[src/rtl/if_fetch_if.sv]
// Instruction-SRAM request channel between the fetch stage and the SRAM.
interface if_fetch_if;
    logic        inst_sram_req;
    logic [63:0] inst_sram_addr;
    logic        inst_sram_gnt;

    modport master (output inst_sram_req, output inst_sram_addr, input  inst_sram_gnt);
    modport slave  (input  inst_sram_req, input  inst_sram_addr, output inst_sram_gnt);
endinterface

[src/rtl/if_fetch.sv]
// RV64 instruction-fetch stage: owns the PC, issues line-aligned SRAM requests,
// applies EX redirects and holds a redirect that arrives while IF is stalled.
module if_fetch #(
    parameter logic [63:0] RESET_PC = 64'h0000_0000_8000_0000,
    parameter int unsigned BR_WD    = 65
) (
    input  logic             clk,
    input  logic             rst_n,
    input  logic [5:0]       stall,
    input  logic [BR_WD-1:0] br_bus,
    if_fetch_if.master       sram,
    output logic             pc_valid,
    output logic [63:0]      pc,
    output logic             fetch_misalign,
    output logic             stallreq_if
);
    localparam int unsigned PC_W = 64;

    typedef enum logic [1:0] {
        BOOT = 2'd0,
        RUN  = 2'd1,
        HALT = 2'd2
    } state_t;

    state_t          state, state_n;
    logic [PC_W-1:0] pc_n;
    logic            pc_valid_n;
    logic            redir_pend, redir_pend_n;
    logic [PC_W-1:0] redir_addr, redir_addr_n;

    logic            br_e;
    logic [PC_W-1:0] br_addr;
    logic            if_stall;
    logic            req;
    logic            unused_stall;

    assign br_e         = br_bus[BR_WD-1];
    assign br_addr      = br_bus[PC_W-1:0];
    assign if_stall     = stall[0];
    assign unused_stall = ^stall[5:1];

    // Outputs are pure functions of the registered state (plus gnt for the stall request).
    assign fetch_misalign      = pc_valid & (pc[1:0] != 2'b00);
    assign req                 = pc_valid & (state == RUN) & ~fetch_misalign;
    assign sram.inst_sram_req  = req;
    assign sram.inst_sram_addr = {pc[PC_W-1:3], 3'b000};
    assign stallreq_if         = req & ~sram.inst_sram_gnt;

    always_ff @(posedge clk or negedge rst_n) begin
        if (!rst_n) begin
            state      <= BOOT;
            pc         <= RESET_PC;
            pc_valid   <= 1'b0;
            redir_pend <= 1'b0;
            redir_addr <= '0;
        end else begin
            state      <= state_n;
            pc         <= pc_n;
            pc_valid   <= pc_valid_n;
            redir_pend <= redir_pend_n;
            redir_addr <= redir_addr_n;
        end
    end

    // Next-state / next-PC selection; a fresh br_e always outranks a pending one.
    always_comb begin
        state_n      = state;
        pc_n         = pc;
        pc_valid_n   = pc_valid;
        redir_pend_n = redir_pend;
        redir_addr_n = redir_addr;

        unique case (state)
            BOOT: begin
                state_n    = RUN;
                pc_valid_n = 1'b1;
            end
            RUN, HALT: begin
                if (br_e) begin
                    state_n = RUN;
                    if (!if_stall) begin
                        pc_n         = br_addr;
                        pc_valid_n   = 1'b1;
                        redir_pend_n = 1'b0;
                    end else begin
                        redir_pend_n = 1'b1;
                        redir_addr_n = br_addr;
                    end
                end else if (state == RUN) begin
                    if (fetch_misalign) begin
                        state_n    = HALT;
                        pc_valid_n = 1'b0;
                    end else if (redir_pend && !if_stall) begin
                        // Old fetch is dead, so the grant is irrelevant here.
                        pc_n         = redir_addr;
                        pc_valid_n   = 1'b1;
                        redir_pend_n = 1'b0;
                    end else if (!if_stall && req && sram.inst_sram_gnt) begin
                        pc_n = pc + PC_W'(4);
                    end
                end
            end
            default: begin
                state_n    = BOOT;
                pc_valid_n = 1'b0;
            end
        endcase
    end
endmodule

[src/flat_wrapper.sv]
// flat-port wrapper written by rule: the top's interface ports become plain ports
module if_fetch_flat 
#(
    parameter logic [63:0] RESET_PC = 64'h0000_0000_8000_0000,
    parameter int unsigned BR_WD    = 65
)
  (clk, rst_n, stall, br_bus, pc_valid, pc, fetch_misalign, stallreq_if, sram_inst_sram_req, sram_inst_sram_addr, sram_inst_sram_gnt);
  if_fetch_if sram_i ();
  input  logic clk;
  input  logic rst_n;
  input  logic [5:0] stall;
  input  logic [BR_WD-1:0] br_bus;
  output logic pc_valid;
  output logic [63:0] pc;
  output logic fetch_misalign;
  output logic stallreq_if;
  output wire logic [$bits(sram_i.inst_sram_req)-1:0] sram_inst_sram_req;
  output wire logic [$bits(sram_i.inst_sram_addr)-1:0] sram_inst_sram_addr;
  input wire logic [$bits(sram_i.inst_sram_gnt)-1:0] sram_inst_sram_gnt;
  assign sram_inst_sram_req = sram_i.inst_sram_req;
  assign sram_inst_sram_addr = sram_i.inst_sram_addr;
  assign sram_i.inst_sram_gnt = sram_inst_sram_gnt;
  if_fetch #(.RESET_PC(RESET_PC), .BR_WD(BR_WD)) u_core (.clk(clk), .rst_n(rst_n), .stall(stall), .br_bus(br_bus), .sram(sram_i), .pc_valid(pc_valid), .pc(pc), .fetch_misalign(fetch_misalign), .stallreq_if(stallreq_if));
endmodule
[config.mk]
export PLATFORM = sky130hd
export DESIGN_NAME = if_fetch_flat
export DESIGN_NICKNAME = d
export VERILOG_FILES = /design/src/rtl/if_fetch_if.sv /design/src/rtl/if_fetch.sv /design/src/flat_wrapper.sv
export SDC_FILE = /design/constraint.sdc
export NUM_CORES = 1
export LEC_CHECK = 0
export CAP_MARGIN = 0
export CORE_MARGIN = 2
export CORE_UTILIZATION = 25
export CTS_CLUSTER_SIZE = 12
export DETAILED_ROUTE_END_ITERATION = 8
export PLACE_DENSITY = 0.46
export SLEW_MARGIN = 25
export SYNTH_ARGS = -nofsm -noshare
export SYNTH_HDL_FRONTEND = slang
export SYNTH_SLANG_ARGS = --single-unit
[constraint.sdc]
create_clock -name clk -period 3.2 [get_ports clk]
set_input_delay 0.64 -clock clk [delete_from_list [all_inputs] [get_ports clk]]
set_output_delay 0.64 -clock clk [all_outputs]
set_load 0.02 [all_outputs]
==> summary.txt <==
status - completed
Total Routing Usage GR - 0.173
syn avg cell area - 8.94 um2
pwr dens - 980 mW/mm2
Data required, critical path - 2560 ps
initial antenna violation count - 0
die height - 185 um
CTS hold repair buffers - 0
largest net degree at the start of global routing - 69
Net count, final - 1132
detailed-route vias per instance - 4.98
routed via count - 7503
Area Growth Syn to Fin - 34.5%
Slew Viols, Final - 0
HP Class - in2async
CTS max path bufs - 2
FF-to-FF End - u_core.pc[48]
CTS root buffer - clkbuf_16
drt drc - 0
Top FF cell, synth - dfrtp_1
count leader, synth - dfrtp_1
DR pass1 iterations - 5
Pleak - 4.27 nW
# Post-CTS Setup Buffers - 0
drt total wl - 29.0 mm
CP endpoint kind - primary output
Yosys cell types - 61
Die ar. - 0.0343 mm2
CP startpoint kind - flop
# Max-Cap Violations - 0
vias in the first global route - 7353
Initial DRC Count - 463
share of the synthesized area in the top cell type - 0.399
worst-skew pair later-pin latency - 420 ps
period utilization - 0.882
Clock transition at path regs - 60 ps
maximum clock rate - 354 MHz
crit path time final - 2820 ps
FF-to-FF Start - u_core.pc[3]
Synth area leaders - dfrtp_1 40%, mux2_2 8.9%, buf_4 5.9%
Port Buffers - 197
Max VDD drop - 0.411 mV
H-tree depth - 4
post-synthesis cell count - 919
Rows - 66
Final setup viols - 0
Setup TNS Final - 0 ps
GR Overflow Total - 0
Core Footprint - 0.0325 mm2
endpoints failing hold - 0
worst endpoint data arrival time - 2180 ps
number of synthesized flops with an enable pin - 0
die width - 185 um
Resized cells post-CTS - 0
CTS Buf Count - 17
Ports - 206
RSZ-0062 raised after global routing - no
FFs w/ async S/R, synth - 1.00
Avg WL per Cell - 19.2 um
largest area contributor in the netlist - dfrtp_1
layout cell share with drive strength beyond 1 - 0.145
routability-driven placement congestion ratio - 0.785
HPWL after DPL - 20.6 mm
post-route antenna net violation count - 0
Clock Sinks - 132
Initial Utilization - 0.253
synthesized area - 0.00821 mm2
CTS tree - built
r2r setup slk - 510 ps
Seq cells post-synth - 132
Synth top cells by count - 131 x dfrtp_1, 99 x nand2_1, 86 x o21ai_0, 65 x buf_4, 65 x mux2_2
Worst Skew - 13.7 ps
largest fanout on the critical path - 5
post-synthesis sequential area ratio - 0.402
Setup CP Type - reg2out
Hold WS - 222 ps
antenna fix cells - 0
max_slew headroom - 0.504
slew at the pin closest to its max-slew limit - 738 ps
Synth Warn # - 0
R2R cell count - 8
first-pass GRT wire length - 44.9 mm
-- layout by cell type (no fill, tap or decap), types with 11 or more instances in the layout --
cell type,netlist,routed
a211oi_1,11,11
a21oi_1,63,63
and3_1,20,20
buf_4,65,33
clkbuf_16,0,17
clkdlybuf4s50_1,0,195
dfrtp_1,131,131
inv_1,15,15
mux2_2,65,65
nand2_1,99,99
nand2b_1,16,15
nand3_1,33,32
nand4_1,20,20
nor2_1,59,59
nor3_1,11,11
nor4_1,16,16
o21ai_0,86,86
o22ai_1,12,12
xnor2_1,14,14
-- layout make-up --
class                      count  area (um2)
sequential                   132        3300
inverter                      15        56.3
clock buffer                  19         443
fill                        3357       21400
clock inverter                12         156
timing repair buffer         235        2330
tap                          442         553
multi-input combinational    653        4210
-- state kept, by name, summed over array words and instances (netlist names) --
| register | count |
|---|---|
| u_core.redir_addr | 64 |
| u_core.pc | 64 |
| u_core.pc_valid | 1 |
| u_core.redir_pend | 1 |
| u_core.state | 2 |
-- worst max path at each step --
stage	from	depth (start not counted)	slack [ps]	to
2_1_floorplan	u_core.pc[3]	8	870	u_core.pc[56]
4_1_cts	u_core.state[1]	5	320	stallreq_if
5_1_grt	u_core.state[1]	5	250	stallreq_if
3_3_place_gp	sram_inst_sram_gnt	7	340	u_core.pc[20]
6_report	u_core.state[1]	5	380	stallreq_if
3_5_place_dp	stall[0]	7	440	u_core.pc[57]
-- cells by family (layout without fill, tap and decap cells) --
group,count (synthesis),count (layout),synth area share
AND/OR/NAND/NOR,310,310,0.197
AO/OA/AOI/OAI,251,251,0.191
buffers and inverters,136,281,0.0928
flip-flops,132,132,0.402
multiplexers,68,68,0.0928
XOR/XNOR,17,17,0.0181
adder cells (fa/ha/maj),4,4,0.00609
other,1,3,0.000457
-- metrics by stage --
stage / util / setup WS, ps / total power (W) / area, um2 / std cells
global route: 0.340 / 250 / 0.0116 / 11000 / 1508
CTS: 0.340 / 321 / 0.0110 / 11000 / 1508
finish: 0.340 / 377 / 0.0108 / 11000 / 1508
floorplan: - / 872 / 0.00669 / 8220 / 921
detailed placement: 0.322 / 442 / 0.00886 / 10400 / 1477
global placement: 0.321 / 341 / 0.00879 / 10400 / 1476
-- metal layers --
metal | share of wire | track usage | vias up | routed length (um)
li1 | - | - | 3586 | -
met5 | 0 | 0 | - | 0
met2 | 0.48 | 0.288 | 192 | 14100
met4 | 0.0091 | 0.0394 | 0 | 263
met3 | 0.040 | 0.0285 | 15 | 1170
met1 | 0.47 | 0.233 | 3710 | 13500
-- report_power, final --
part,internal [W],total [W],switching [W]
Combinational,0.00256,0.00525,0.00269
Clock,0.00124,0.00203,0.000791
Sequential,0.00250,0.00354,0.00105
-- critical path, cell delays in order, from the launching register on --
cell	delay (ps)
dfrtp_1	390
inv_1	100
ha_1	230
and4bb_2	300
nor2b_1	140
clkdlybuf4s50_1	600
Power figures use the tool's default switching activity.
